File: config.mk
export PLATFORM = sky130hd
export DESIGN_NAME = bin2bcd_seq
export DESIGN_NICKNAME = d
export VERILOG_FILES = /design/src/rtl/bin2bcd_seq.sv
export SDC_FILE = /design/constraint.sdc
export NUM_CORES = 1
export LEC_CHECK = 0
export BUFFER_PORTS_ARGS = -buffer_cell sky130_fd_sc_hd__buf_2
export CAP_MARGIN = 15
export CELL_PAD_IN_SITES_DETAIL_PLACEMENT = 0
export CELL_PAD_IN_SITES_GLOBAL_PLACEMENT = 1
export CORE_AREA = 2 2 122 124
export DETAILED_ROUTE_END_ITERATION = 16
export DIE_AREA = 0 0 124 126
export PLACE_DENSITY_LB_ADDON = 0.15
export SYNTH_ARGS = -nofsm -noshare
export SYNTH_HDL_FRONTEND = slang
export SYNTH_SLANG_ARGS = --single-unit
File: constraint.sdc
create_clock -name clk -period 4 [get_ports clk]
set_input_delay 0.4 -clock clk [delete_from_list [all_inputs] [get_ports clk]]
set_output_delay 0.4 -clock clk [all_outputs]
set_load 0.03 [all_outputs]
File: src/rtl/bin2bcd_seq.sv
// bin2bcd_seq
// Sequential binary-to-BCD converter using shift-and-add-3, one input bit per
// clock. It feeds the 7-segment digit decoders directly. The BCD result and
// its leading-zero blank mask are registered. Both hold their value until the
// next conversion completes.

module bin2bcd_seq #(
    parameter int BIN_W  = 16,  // binary input width, >= 1
    parameter int DIGITS = 5    // BCD digits, 10**DIGITS > 2**BIN_W - 1
) (
    input  logic                  clk,
    input  logic                  rst_n,
    input  logic                  start,
    input  logic [BIN_W-1:0]      bin_in,
    output logic                  busy,
    output logic                  done,
    output logic [4*DIGITS-1:0]   bcd_out,
    output logic [DIGITS-1:0]     blank
);

    localparam int SCR_W = 4 * DIGITS;
    localparam int CNT_W = $clog2(BIN_W + 1);

    // The value 0 displays as a single "0", so digit 0 is never blanked.
    localparam logic [DIGITS-1:0] BLANK_ZERO = ~(DIGITS'(1));

    typedef enum logic {
        IDLE  = 1'b0,
        SHIFT = 1'b1
    } state_t;

    state_t             state_q, state_d;
    logic [BIN_W-1:0]   shift_q, shift_d;
    logic [SCR_W-1:0]   scratch_q, scratch_d;
    logic [CNT_W-1:0]   cnt_q, cnt_d;
    logic [SCR_W-1:0]   bcd_q, bcd_d;
    logic [DIGITS-1:0]  blank_q, blank_d;
    logic               done_q, done_d;

    logic [SCR_W-1:0]   adj;      // scratch after the add-3 correction
    logic [SCR_W-1:0]   shifted;  // scratch after correction and left shift

    // Bit k is set when digit k and every more-significant digit are zero.
    function automatic logic [DIGITS-1:0] calc_blank(input logic [SCR_W-1:0] v);
        logic [DIGITS-1:0] b;
        logic              zero_above;
        b          = '0;
        zero_above = 1'b1;
        for (int k = DIGITS - 1; k >= 1; k--) begin
            zero_above = zero_above & (v[4*k +: 4] == 4'd0);
            b[k]       = zero_above;
        end
        return b;
    endfunction

    // Add-3 correction on every nibble >= 5, then shift in the next binary bit.
    always_comb begin
        adj = '0;
        for (int k = 0; k < DIGITS; k++) begin
            if (scratch_q[4*k +: 4] >= 4'd5) begin
                adj[4*k +: 4] = scratch_q[4*k +: 4] + 4'd3;
            end else begin
                adj[4*k +: 4] = scratch_q[4*k +: 4];
            end
        end
        shifted = (adj << 1) | SCR_W'(shift_q[BIN_W-1]);
    end

    // Next-state and datapath control for the IDLE/SHIFT machine.
    always_comb begin
        // NOTE: every variable gets its hold value first, so no path through
        // the case statement can leave one unassigned and infer a latch.
        state_d   = state_q;
        shift_d   = shift_q;
        scratch_d = scratch_q;
        cnt_d     = cnt_q;
        bcd_d     = bcd_q;
        blank_d   = blank_q;
        done_d    = 1'b0;

        case (state_q)
            IDLE: begin
                if (start) begin
                    shift_d   = bin_in;
                    scratch_d = '0;
                    cnt_d     = CNT_W'(BIN_W);
                    state_d   = SHIFT;
                end
            end
            SHIFT: begin
                shift_d   = shift_q << 1;
                scratch_d = shifted;
                cnt_d     = cnt_q - CNT_W'(1);
                if (cnt_q == CNT_W'(1)) begin
                    bcd_d   = shifted;
                    blank_d = calc_blank(shifted);
                    done_d  = 1'b1;
                    state_d = IDLE;
                end
            end
            default: state_d = IDLE;
        endcase
    end

    // State and datapath registers. Reset aborts any conversion in flight.
    always_ff @(posedge clk or negedge rst_n) begin
        // NOTE: non-blocking assignments here, so every register samples the
        // pre-edge values regardless of statement order.
        if (!rst_n) begin
            // NOTE: the working registers are cleared along with the outputs,
            // so an aborted conversion leaves no stale state behind.
            state_q   <= IDLE;
            shift_q   <= '0;
            scratch_q <= '0;
            cnt_q     <= '0;
            bcd_q     <= '0;
            blank_q   <= BLANK_ZERO;
            done_q    <= 1'b0;
        end else begin
            state_q   <= state_d;
            shift_q   <= shift_d;
            scratch_q <= scratch_d;
            cnt_q     <= cnt_d;
            bcd_q     <= bcd_d;
            blank_q   <= blank_d;
            done_q    <= done_d;
        end
    end

    assign busy    = (state_q == SHIFT);
    assign done    = done_q;
    assign bcd_out = bcd_q;
    assign blank   = blank_q;

endmodule

==> impl_summary.log, run 1 <==
[metrics] PD cells: 849.1 nW/um^2
[metrics] syn nets: 368
[metrics] total congestion overflow after global routing: 0
[metrics] most used cell along the critical path: sky130_fd_sc_hd__inv_1
[metrics] slew at the pin closest to its max-slew limit: 0.9958 ns
[metrics] area growth from synthesis to layout: 20.93%
[metrics] setup repair after global routing missed its margin: no
[metrics] first-pass GRT wire length: 12970 um
[metrics] setup clock skew after layout: 0.01216 ns
[metrics] most frequent standard cell in the layout excluding fill and tap cells: sky130_fd_sc_hd__nand2_1
[metrics] Synth Register Bits: 67
[metrics] Synth Area per Inst: 9.954 sq um
[metrics] antenna-violating nets left: 0
[metrics] final design area excluding fillers: 4056 sq um
[metrics] Die Height: 126 um
[metrics] I/O Buffers: 44
[metrics] number of clock sinks: 67
[metrics] Post CTS Setup Buffer Count: 0
[metrics] distinct cell type count after synthesis: 33
[metrics] weighted congestion at the end of routability-driven global placement: 0.7303
[metrics] via count of the first global-routing pass: 2470
[metrics] fraction of the yosys area taken by sequential cells: 50.13%
[metrics] relative slew slack: 33.61%
[metrics] highest clock frequency the design can meet: 450.8 MHz
[metrics] list of cells traversed by the critical path: inv_1 -> ha_1 -> nand4b_1 -> inv_1 -> mux2_2
[metrics] DR pass1 iterations: 4
[metrics] clock period minus worst slack: 2.218 ns
[metrics] Slowest Stage Delay on Critical Path: 0.63 ns
[metrics] total number of vias: 2462
[metrics] CP Capture Type: register
[metrics] total count of max-transition violations in the final report: 0
[metrics] DR WL/cell: 13.58 um
[metrics] initial cell density of the core: 23.44%
[metrics] # rows: 44
[metrics] Max H-tree Level: 3
[metrics] setup slack of the critical path after layout: 1.782 ns
[metrics] top_reg_cell synth: sky130_fd_sc_hd__dfrtp_1
[metrics] buffer depth of the longest clock path: 2
[metrics] crit-path max FO: 13
[metrics] clock transition at the registers of the reported paths: 0.06 ns
[metrics] worst voltage drop across the vdd grid: 0.0002910 V
[metrics] Buffers & Inverters on Critical Path: 2
[metrics] # diodes: 0
[metrics] internal power: 0.002053 W
[metrics] clock network fraction of total power: 24.0%
[metrics] Warnings, synthesis: 0
[metrics] Die Footprint: 15620 sq um
[metrics] Arrival @ worst endpoint: 2.44 ns
[metrics] switching power: 0.001391 W
[metrics] worst slack at placement: 1.707 ns
[metrics] number of cells upsized or downsized after cts: 0
[metrics] worst min-delay path category: input pin to async pin
[metrics] routed vias/inst: 4.350
[metrics] number of instances in the synthesized netlist: 337
[metrics] Synth async-reset ratio: 100.0%
[metrics] number of setup violations in the final report: 0
[metrics] Worst Path Required: 4.22 ns
[metrics] max capacitance violation total: 0
[metrics] total global-route track usage: 10.97%
[metrics] placed instance area: 3747 sq um
[metrics] outcome: completed
[metrics] hold buffer count at CTS: 0
[metrics] DRT iter0 DRCs: 125
[metrics] Period Utilization, post-route: 55.45%
[metrics] Total Neg Setup Slack: 0 ns
[metrics] number of design rule violations left after detail routing: 0
[metrics] number of flops mapped to enable cells by yosys: 0
[metrics] largest net degree at the start of global routing: 78
[metrics] combinational cell fraction of total power: 42.3%
[metrics] TritonCTS clock tree: done
[metrics] sequential power share: 33.7%
[metrics] root buffer cell: sky130_fd_sc_hd__clkbuf_16
[metrics] switching share of power: 40.40%
[metrics] Detailed Route WL: 7688 um
[metrics] Top Family by Delay on Critical Path: buffers and inverters
[metrics] most used cells in the layout excluding fill and tap cells: 70 x sky130_fd_sc_hd__nand2_1, 62 x sky130_fd_sc_hd__dfrtp_1, 44 x sky130_fd_sc_hd__buf_2, 40 x sky130_fd_sc_hd__o21ai_0, 29 x sky130_fd_sc_hd__mux2i_1
[metrics] worst setup path class: register to register
[metrics] final net count: 408
[metrics] core footprint: 14310 sq um
[metrics] Num CTS Buffers: 9
[metrics] reported leakage power: 1.962 nW
[metrics] HPWL reported at the end of detailed placement: 4961 um
[metrics] antenna violations before repair: 0
[metrics] clock latency of the later-clocked register in the worst-skew pair: 0.34 ns
[metrics] Syn Std Cell Area: 3354 sq um
[metrics] nature of the critical path startpoint: register
[metrics] Crit-path slowest cell: sky130_fd_sc_hd__inv_1
[metrics] I/O Pins: 46
[metrics] fraction of layout cells with a size suffix above 1: 20.68%
[metrics] Hold Vio Cnt, Final: 0
[metrics] die width: 124 um
[cells by family (layout without fill, tap and decap cells)]
kind of cell | count (synthesis) | count (layout) | share of synthesized area (%)
xor gates and xnor gates | 8 | 8 | 2.089
AOI/OAI and AO/OA | 64 | 64 | 11.04
muxes | 37 | 37 | 11.34
and+or+nand+nor | 117 | 117 | 16.93
DFF | 67 | 67 | 50.13
buffers and inverters | 31 | 76 | 3.879
other | 1 | 1 | 0.1118
adders and majority gates | 12 | 12 | 4.476
[synthesized netlist by cell type, drive strengths merged (3+ instances only)]
| master | instances | area share (%) |
|---|---|---|
| nand2 | 70 | 7.8 |
| dfrtp | 63 | 47 |
| o21ai | 40 | 6.0 |
| mux2i | 29 | 8.7 |
| nand2b | 24 | 4.5 |
| clkbuf | 13 | 1.5 |
| inv | 13 | 1.5 |
| ha | 12 | 4.5 |
| a21oi | 11 | 1.6 |
| mux2 | 8 | 2.7 |
| o31ai | 8 | 1.9 |
| nor3b | 7 | 1.6 |
| nor2 | 6 | 0.75 |
| buf | 5 | 0.97 |
| xnor2 | 5 | 1.3 |
| dfstp | 4 | 3.1 |
| nor3 | 4 | 0.60 |
| a21o | 3 | 0.67 |
| xor2 | 3 | 0.78 |
[stage by stage]
| stage | power, W | util (%) | hold WS, ns | std cells |
|---|---|---|---|---|
| floorplan | 0.002262 | - | 0.1044 | 337 |
| global placement | 0.002653 | 26.18 | 0.4618 | 550 |
| detailed placement | 0.002664 | 26.18 | 0.4617 | 550 |
| CTS | 0.003526 | 28.34 | 0.2236 | 566 |
| global route | 0.003775 | 28.34 | 0.2571 | 566 |
| finish | 0.003444 | 28.34 | 0.1894 | 566 |
[power by group through the flow]
stage | Sequential, W | Clock (W) | Combinational, W
final | 0.00116 | 0.000826 | 0.00146
after CTS | 0.00117 | 0.000864 | 0.00149
after floorplan | 0.00132 | 0 | 0.000937
after global routing | 0.00121 | 0.000897 | 0.00167
after detailed placement | 0.00118 | 0 | 0.00149
after global placement | 0.00118 | 0 | 0.00148
[cell type report]
cell class                      instances  area [sq um]
Timing Repair Buffer                   47         242.7
Sequential cell                        67          1683
Clock buffer                           14         274.0
Fill cell                            1524         10260
Multi-Input combinational cell        239          1543
Clock inverter                          2         35.03
Inverter                               13         48.80
Tap cell                              184         230.2
[registers in the layout, summed over array words and instances (netlist names)]
register and flops:
bcd_out 20, scratch_q 20, shift_q 16, cnt_q 5, blank 4, busy 1
done 1
[routing by layer]
metal	global-route usage (%)	vias up	wire [um]
met5	0	-	0
met4	3.173	0	69
met3	5.299	7	532
met2	15.68	51	3424
met1	14.69	1191	3662
li1	-	1213	-
[worst paths after layout]
path | from | endpoint | slack, ns | cells past startpoint
max | cnt_q[1]$_DFFE_PN0P_ | bcd_out[8]$_DFFE_PN0P_ | 1.78 | 5
min | rst_n | scratch_q[5]$_DFFE_PN0P_ | 0.19 | 1
max reg2reg | cnt_q[1]$_DFFE_PN0P_ | bcd_out[8]$_DFFE_PN0P_ | 1.78 | 5
min reg2reg | bcd_out[12]$_DFFE_PN0P_ | bcd_out[12]$_DFFE_PN0P_ | 0.47 | 2
max in group asynchronous | rst_n | blank[1]$_DFFE_PN1P_ | 2.79 | 2
min in group clk | bin_in[0] | shift_q[0]$_DFFE_PN0P_ | 0.32 | 3
(Power assumes the default switching activity.)
==> run 2: changes to the inputs <==
==> constraint.sdc (replaced) <==
create_clock -name clk -period 1.9 [get_ports clk]
set_input_delay 0.19 -clock clk [delete_from_list [all_inputs] [get_ports clk]]
set_output_delay 0.19 -clock clk [all_outputs]
set_load 0.03 [all_outputs]
==> run 2 against run 1 <==
Net effect: cell count grew 2.5%; critical path depth increased by 2; core utilization increased by 1.2 points; fmax grew 28%; clock-buffer cell count increased by 1; wire length shrank 2.0%; power is 110% higher; final area grew 4.1%; sequential power increased by 110%; clock power grew 96%; critical endpoint is now blank[3]$_DFFE_PN1P_.
==> impl_summary.log, run 2 (same netlist as run 1, synthesis figures left out) <==
[metrics] setup slack of the worst register-to-register path: 0.16 ns (was 1.78 ns)
[metrics] clock network fraction of total power: 22.0% (was 24.0%)
[metrics] antenna-violating nets left: 0 (unchanged)
[metrics] total count of max-transition violations in the final report: 0 (unchanged)
[metrics] Max H-tree Level: 3 (unchanged)
[metrics] root buffer cell: sky130_fd_sc_hd__clkbuf_16 (unchanged)
[metrics] total global-route track usage: 10.84% (was 10.97%)
[metrics] slew at the pin closest to its max-slew limit: 0.5506 ns (was 0.9958 ns)
[metrics] die width: 124 um (unchanged)
[metrics] sequential power share: 33.2% (was 33.7%)
[metrics] r2r worst-path depth: 7 (was 5)
[metrics] total number of vias: 2494 (was 2462)
[metrics] sequential cell area in the final layout: 1683 sq um (unchanged)
[metrics] final net count: 422 (was 408)
[metrics] Die Height: 126 um (unchanged)
[metrics] Hold Vio Cnt, Final: 0 (unchanged)
[metrics] outcome: completed (unchanged)
[metrics] most frequent standard cell in the layout excluding fill and tap cells: sky130_fd_sc_hd__nand2_1 (unchanged)
[metrics] critical hold path startpoint: bin_in[0]
[metrics] Worst Path Required: 2.14 ns (was 4.22 ns)
[metrics] reported leakage power: 2.032 nW (was 1.962 nW)
[metrics] Num CTS Buffers: 9 (unchanged)
[metrics] max capacitance violation total: 0 (unchanged)
[metrics] Final Non-Filler Cells: 580 (was 566)
[metrics] Slowest Stage Delay on Critical Path: 0.40 ns (was 0.63 ns)
[metrics] number of design rule violations left after detail routing: 0 (unchanged)
[metrics] clock transition at the registers of the reported paths: 0.05 ns (was 0.06 ns)
[metrics] DR pass1 iterations: 6 (was 4)
[metrics] Die Footprint: 15620 sq um (unchanged)
[metrics] area growth from synthesis to layout: 25.89% (was 20.93%)
[metrics] switching power: 0.002964 W (was 0.001391 W)
[metrics] total congestion overflow after global routing: 0 (unchanged)
[metrics] Crit-path slowest cell: sky130_fd_sc_hd__dfrtp_1 (was sky130_fd_sc_hd__inv_1)
[metrics] TritonCTS clock tree: done (unchanged)
[metrics] most used cells in the layout excluding fill and tap cells: 70 x sky130_fd_sc_hd__nand2_1, 62 x sky130_fd_sc_hd__dfrtp_1, 44 x sky130_fd_sc_hd__buf_2, 38 x sky130_fd_sc_hd__o21ai_0, 28 x sky130_fd_sc_hd__mux2i_1 (was 70 x sky130_fd_sc_hd__nand2_1, 62 x sky130_fd_sc_hd__dfrtp_1, 44 x sky130_fd_sc_hd__buf_2, 40 x sky130_fd_sc_hd__o21ai_0, 29 x sky130_fd_sc_hd__mux2i_1)
[metrics] nature of the critical path startpoint: register (unchanged)
[metrics] DR WL/cell: 12.99 um (was 13.58 um)
[metrics] number of setup violations in the final report: 0 (unchanged)
[metrics] clock latency of the later-clocked register in the worst-skew pair: 0.33 ns (was 0.34 ns)
[metrics] # diodes: 0 (unchanged)
[metrics] I/O Buffers: 44 (unchanged)
[metrics] largest net degree at the start of global routing: 78 (unchanged)
[metrics] Arrival @ worst endpoint: 1.98 ns (was 2.44 ns)
[metrics] Detailed Route WL: 7535 um (was 7688 um)
[metrics] initial cell density of the core: 23.44% (unchanged)
[metrics] first-pass GRT wire length: 12920 um (was 12970 um)
[metrics] setup clock skew after layout: 0.007445 ns (was 0.01216 ns)
[metrics] Period Utilization, post-route: 91.47% (was 55.45%)
[metrics] number of clock sinks: 67 (unchanged)
[metrics] worst min-delay path category: input pin to register (was input pin to async pin)
[metrics] placed cell count: 562 (was 550)
[metrics] CP Capture Type: register (unchanged)
[metrics] core footprint: 14310 sq um (unchanged)
[metrics] multi-input combinational cell area: 1580 sq um (was 1543 sq um)
[metrics] worst setup path class: register to register (unchanged)
[metrics] HPWL reported at the end of detailed placement: 5016 um (was 4961 um)
[metrics] buffer depth of the longest clock path: 2 (unchanged)
[metrics] number of stages on the worst hold path: 3
[metrics] end of the worst register-to-register path: blank[3]$_DFFE_PN1P_ (was bcd_out[8]$_DFFE_PN0P_)
[metrics] I/O Pins: 46 (unchanged)
[metrics] relative slew slack: 63.30% (was 33.61%)
[metrics] clock period minus worst slack: 1.738 ns (was 2.218 ns)
[metrics] via count of the first global-routing pass: 2534 (was 2470)
[metrics] DRT iter0 DRCs: 100 (was 125)
[metrics] # rows: 44 (unchanged)
[metrics] PD cells: 1753 nW/um^2 (was 849.1 nW/um^2)
[metrics] list of cells traversed by the critical path: inv_1 -> ha_1 -> nand2b_1 -> a21oi_2 -> mux2i_2 -> nand2_1 -> o31ai_1 (was inv_1 -> ha_1 -> nand4b_1 -> inv_1 -> mux2_2)
[metrics] worst voltage drop across the vdd grid: 0.0006316 V (was 0.0002910 V)
[metrics] routed vias/inst: 4.300 (was 4.350)
[metrics] end point of the most critical hold path: shift_q[0]$_DFFE_PN0P_
[metrics] switching share of power: 40.05% (was 40.40%)
[metrics] weighted congestion at the end of routability-driven global placement: 0.8059 (was 0.7303)
[metrics] internal power: 0.004437 W (was 0.002053 W)
[metrics] fraction of layout cells with a size suffix above 1: 26.52% (was 20.68%)
[metrics] r2r startpoint: scratch_q[16]$_DFFE_PN0P_ (was cnt_q[1]$_DFFE_PN0P_)
[metrics] crit-path max FO: 4 (was 13)
[metrics] post-layout power: 0.007402 W (was 0.003444 W)
[metrics] highest clock frequency the design can meet: 575.4 MHz (was 450.8 MHz)
[metrics] antenna violations before repair: 0 (unchanged)
[metrics] number of filler cells placed in the layout: 1543 (was 1524)
[metrics] combinational cell fraction of total power: 44.8% (was 42.3%)
[run 2: cell types whose count changed in the layout (fill, tap and decap cells not counted), sizes merged]
cell and change:
buf +13, bufinv -1, clkbuf +1, dlygate4sd3 +1
[run 2: final cells by class]
| cell class | instances | area share (%) |
|---|---|---|
| timing repair buffer | 61 | 9.185 |
| tap | 184 | 5.452 |
| sequential | 67 | 39.85 |
| multi-input combinational | 239 | 37.42 |
| clock inverter | 1 | 0.1185 |
| clock buffer | 15 | 6.815 |
| inverter | 13 | 1.156 |
[run 2: worst max-delay path: cells and delay by family, from the launching register on]
kind                       cells  cell delay (ns)
muxes                          1             0.30
buffers and inverters          1             0.12
DFF                            1             0.40
AOI/OAI and AO/OA              2             0.43
adders and majority gates      1             0.19
and+or+nand+nor                2             0.21
[run 2: what timing repair did]
item                       4_1_cts  5_1_grt
setup buffers                    0        1
hold endpoints to repair        63        0
setup endpoints to repair        1        4
cloned                           0        0
gates resized for setup          1       14
hold buffers                     1        0
pin swaps                        0        3
[run 2: worst max path at each step]
stage                                end                       from  cells after the start
floorplan           blank[1]$_DFFE_PN1P_  scratch_q[16]$_DFFE_PN0P_                      7
global placement    blank[1]$_DFFE_PN1P_   scratch_q[8]$_DFFE_PN0P_                      7
detailed placement  blank[1]$_DFFE_PN1P_   scratch_q[8]$_DFFE_PN0P_                      7
CTS                 blank[1]$_DFFE_PN1P_  scratch_q[16]$_DFFE_PN0P_                      7
global route        blank[1]$_DFFE_PN1P_  scratch_q[16]$_DFFE_PN0P_                      7
finish              blank[3]$_DFFE_PN1P_  scratch_q[16]$_DFFE_PN0P_                      7
[run 2: power groups by stage]
stage	Combinational [W]	Sequential (W)	Clock (W)
6_report	0.00332	0.00246	0.00162
5_1_grt	0.00379	0.00256	0.00177
4_1_cts	0.00330	0.00245	0.00170
3_5_place_dp	0.00329	0.00247	0
3_3_place_gp	0.00328	0.00246	0
2_1_floorplan	0.00197	0.00279	0
[run 2: per-layer routing]
metal | up-vias | wire length (um) | share of wire [%] | GRT usage, %
met5 | - | 0 | 0 | 0
met4 | 0 | 118 | 1.6 | 3.966
met3 | 8 | 419 | 5.6 | 4.257
met2 | 50 | 3322 | 44 | 16.35
met1 | 1195 | 3675 | 49 | 14.01
li1 | 1241 | - | - | -
[run 2: metrics by stage]
stage | setup slack, ns | area, sq um | util (%) | hold slack (ns) | setup TNS (ns)
after floorplan | 0.1522 | 3354 | - | -0.1056 | 0
after global placement | -0.02790 | 3875 | 27.07 | 0.2422 | -0.02790
after detailed placement | -0.01815 | 3875 | 27.07 | 0.2489 | -0.01815
after CTS | 0.04670 | 4178 | 29.19 | 0.09170 | 0
after global routing | -0.02153 | 4223 | 29.50 | 0.1369 | -0.02153
final | 0.1621 | 4223 | 29.50 | 0.1075 | 0
==> run 3: changes to the inputs <==
==> config.mk (replaced) <==
export PLATFORM = sky130hd
export DESIGN_NAME = bin2bcd_seq
export DESIGN_NICKNAME = d
export VERILOG_FILES = /design/src/rtl/bin2bcd_seq.sv
export SDC_FILE = /design/constraint.sdc
export NUM_CORES = 1
export LEC_CHECK = 0
export CAP_MARGIN = 15
export CELL_PAD_IN_SITES_DETAIL_PLACEMENT = 0
export CELL_PAD_IN_SITES_GLOBAL_PLACEMENT = 1
export CORE_AREA = 2 2 128 118
export DETAILED_ROUTE_END_ITERATION = 16
export DIE_AREA = 0 0 130 120
export DONT_BUFFER_PORTS = 1
export PLACE_DENSITY_LB_ADDON = 0.15
export SYNTH_ARGS = -nofsm -noshare
export SYNTH_HDL_FRONTEND = slang
export SYNTH_SLANG_ARGS = --single-unit
==> run 3 against run 2 <==
Net effect: core utilization decreased by 1.6 points; cell count shrank 5.2%; power is 1.4% lower.
==> impl_summary.log, run 3 (same netlist as run 1, synthesis figures left out) <==
[metrics] outcome: completed (unchanged)
[metrics] crit-path max FO: 4 (unchanged)
[metrics] end of the worst register-to-register path: blank[1]$_DFFE_PN1P_ (was blank[3]$_DFFE_PN1P_)
[metrics] Worst Path Required: 2.16 ns (was 2.14 ns)
[metrics] worst setup path class: register to register (unchanged)
[metrics] DRT iter0 DRCs: 134 (was 100)
[metrics] r2r worst-path depth: 7 (unchanged)
[metrics] # rows: 42 (was 44)
[metrics] area growth from synthesis to layout: 19.21% (was 25.89%)
[metrics] largest net degree at the start of global routing: 78 (unchanged)
[metrics] I/O Pins: 46 (unchanged)
[metrics] via count of the first global-routing pass: 2313 (was 2534)
[metrics] end point of the most critical hold path: shift_q[0]$_DFFE_PN0P_ (unchanged)
[metrics] number of setup violations in the final report: 0 (unchanged)
[metrics] critical hold path startpoint: bin_in[0] (unchanged)
[metrics] die width: 130 um (was 124 um)
[metrics] number of design rule violations left after detail routing: 0 (unchanged)
[metrics] nature of the critical path startpoint: register (unchanged)
[metrics] core footprint: 14350 sq um (was 14310 sq um)
[metrics] post-layout power: 0.007295 W (was 0.007402 W)
[metrics] DR pass1 iterations: 4 (was 6)
[metrics] slew at the pin closest to its max-slew limit: 0.8239 ns (was 0.5506 ns)
[metrics] number of clock sinks: 67 (unchanged)
[metrics] Crit-path slowest cell: sky130_fd_sc_hd__dfrtp_1 (unchanged)
[metrics] routed vias/inst: 4.187 (was 4.300)
[metrics] reported leakage power: 1.832 nW (was 2.032 nW)
[metrics] antenna-violating nets left: 0 (unchanged)
[metrics] HPWL reported at the end of detailed placement: 4901 um (was 5016 um)
[metrics] max capacitance violation total: 0 (unchanged)
[metrics] total congestion overflow after global routing: 0 (unchanged)
[metrics] CP Capture Type: register (unchanged)
[metrics] r2r startpoint: scratch_q[16]$_DFFE_PN0P_ (unchanged)
[metrics] number of stages on the worst hold path: 2 (was 3)
[metrics] PD cells: 1824 nW/um^2 (was 1753 nW/um^2)
[metrics] antenna violations before repair: 0 (unchanged)
[metrics] clock latency of the later-clocked register in the worst-skew pair: 0.34 ns (was 0.33 ns)
[metrics] Die Footprint: 15600 sq um (was 15620 sq um)
[metrics] I/O Buffers: 0 (was 44)
[metrics] setup clock skew after layout: 0.008184 ns (was 0.007445 ns)
[metrics] initial cell density of the core: 23.38% (was 23.44%)
[metrics] Arrival @ worst endpoint: 2.05 ns (was 1.98 ns)
[metrics] first-pass GRT wire length: 12920 um (about the same)
[metrics] worst voltage drop across the vdd grid: 0.0004938 V (was 0.0006316 V)
[metrics] relative slew slack: 45.07% (was 63.30%)
[metrics] Die Height: 120 um (was 126 um)
[metrics] Slowest Stage Delay on Critical Path: 0.41 ns (was 0.40 ns)
[metrics] Hold Vio Cnt, Final: 0 (unchanged)
[metrics] list of cells traversed by the critical path: inv_1 -> ha_1 -> nand2b_1 -> a21oi_2 -> mux2i_2 -> o2111ai_2 -> o31ai_2 (was inv_1 -> ha_1 -> nand2b_1 -> a21oi_2 -> mux2i_2 -> nand2_1 -> o31ai_1)
[metrics] total count of max-transition violations in the final report: 0 (unchanged)
[metrics] fraction of layout cells with a size suffix above 1: 15.34% (was 26.52%)
[metrics] root buffer cell: sky130_fd_sc_hd__clkbuf_16 (unchanged)
[metrics] clock period minus worst slack: 1.789 ns (was 1.738 ns)
[metrics] Num CTS Buffers: 9 (unchanged)
[metrics] Detailed Route WL: 7763 um (was 7535 um)
[metrics] TritonCTS clock tree: done (unchanged)
[metrics] final net count: 378 (was 422)
[metrics] total global-route track usage: 11.16% (was 10.84%)
[metrics] clock transition at the registers of the reported paths: 0.06 ns (was 0.05 ns)
[metrics] most used cells in the layout excluding fill and tap cells: 70 x sky130_fd_sc_hd__nand2_1, 62 x sky130_fd_sc_hd__dfrtp_1, 38 x sky130_fd_sc_hd__o21ai_0, 28 x sky130_fd_sc_hd__mux2i_1, 24 x sky130_fd_sc_hd__nand2b_1 (was 70 x sky130_fd_sc_hd__nand2_1, 62 x sky130_fd_sc_hd__dfrtp_1, 44 x sky130_fd_sc_hd__buf_2, 38 x sky130_fd_sc_hd__o21ai_0, 28 x sky130_fd_sc_hd__mux2i_1)
[metrics] setup slack of the worst register-to-register path: 0.11 ns (was 0.16 ns)
[metrics] # diodes: 0 (unchanged)
[metrics] most frequent standard cell in the layout excluding fill and tap cells: sky130_fd_sc_hd__nand2_1 (unchanged)
[metrics] highest clock frequency the design can meet: 559.0 MHz (was 575.4 MHz)
[metrics] total number of vias: 2303 (was 2494)
[metrics] worst min-delay path category: input pin to register (unchanged)
[metrics] buffer depth of the longest clock path: 2 (unchanged)
[metrics] Max H-tree Level: 3 (unchanged)
[metrics] core utilization of the finished layout: 27.87% (was 29.50%)
[metrics] Top Family by Delay on Critical Path: compound AO/OA/AOI/OAI gates (unchanged)
[metrics] Period Utilization, post-route: 94.16% (was 91.47%)
[metrics] DR WL/cell: 14.11 um (was 12.99 um)
[metrics] weighted congestion at the end of routability-driven global placement: 0.7284 (was 0.8059)
[metrics] Buffers & Inverters on Critical Path: 1 (unchanged)
[run 3: cell types whose count changed in the layout (fill, tap and decap cells not counted), sizes merged]
cell / previous run / this run
buf: 60 / 15
bufinv: 0 / 1
clkbuf: 15 / 14
dlygate4sd3: 1 / 2
[run 3: worst max-delay path by stage]
stage | start | endpoint | slack, ns | depth (start not counted)
global route | scratch_q[16]$_DFFE_PN0P_ | blank[1]$_DFFE_PN1P_ | -0.02 | 7
floorplan | scratch_q[16]$_DFFE_PN0P_ | blank[1]$_DFFE_PN1P_ | 0.15 | 7
CTS | scratch_q[16]$_DFFE_PN0P_ | blank[1]$_DFFE_PN1P_ | 0.04 | 7
global placement | scratch_q[8]$_DFFE_PN0P_ | blank[1]$_DFFE_PN1P_ | 0.02 | 7
finish | scratch_q[16]$_DFFE_PN0P_ | blank[1]$_DFFE_PN1P_ | 0.11 | 7
detailed placement | scratch_q[8]$_DFFE_PN0P_ | blank[1]$_DFFE_PN1P_ | 0.008 | 7
[run 3: layout make-up]
cell class                 instances  area [sq um]
tap                              198         247.7
inverter                          13         48.80
sequential                        67          1683
fill                            1522         10350
timing repair buffer              17         152.6
clock inverter                     2         35.03
clock buffer                      14         264.0
multi-input combinational        239          1568
[run 3: power by group]
part | switching, W | internal (W) | total (W)
Clock | 0.000634 | 0.00109 | 0.00172
Sequential | 0.000869 | 0.00203 | 0.00290
Combinational | 0.00146 | 0.00121 | 0.00268
Total | 0.00297 | 0.00433 | 0.00729
[run 3: timing repair]
item,CTS,global route
setup buffers,0,2
pin swaps,0,5
gates cloned,0,0
endpoints found under the hold margin,83,0
endpoints found under the setup margin,1,6
hold buffers,3,0
resized for setup,1,9
[run 3: metal layers]
metal	track usage [%]	share of wire, %
met5	0	0
met2	16.26	45
met3	6.019	7.0
met4	3.629	1.5
met1	14.04	47
[run 3: metrics by stage]
step	TNS [ns]	area [sq um]	setup slack (ns)	hold slack [ns]	cells
6_report	0	3999	0.1110	0.02367	550
5_1_grt	-0.02313	3999	-0.02313	0.01488	550
4_1_cts	0	3959	0.03980	0.009688	548
3_5_place_dp	0	3612	0.007630	-0.1038	529
3_3_place_gp	0	3612	0.02307	-0.1038	529
2_1_floorplan	0	3354	0.1522	-0.1056	337
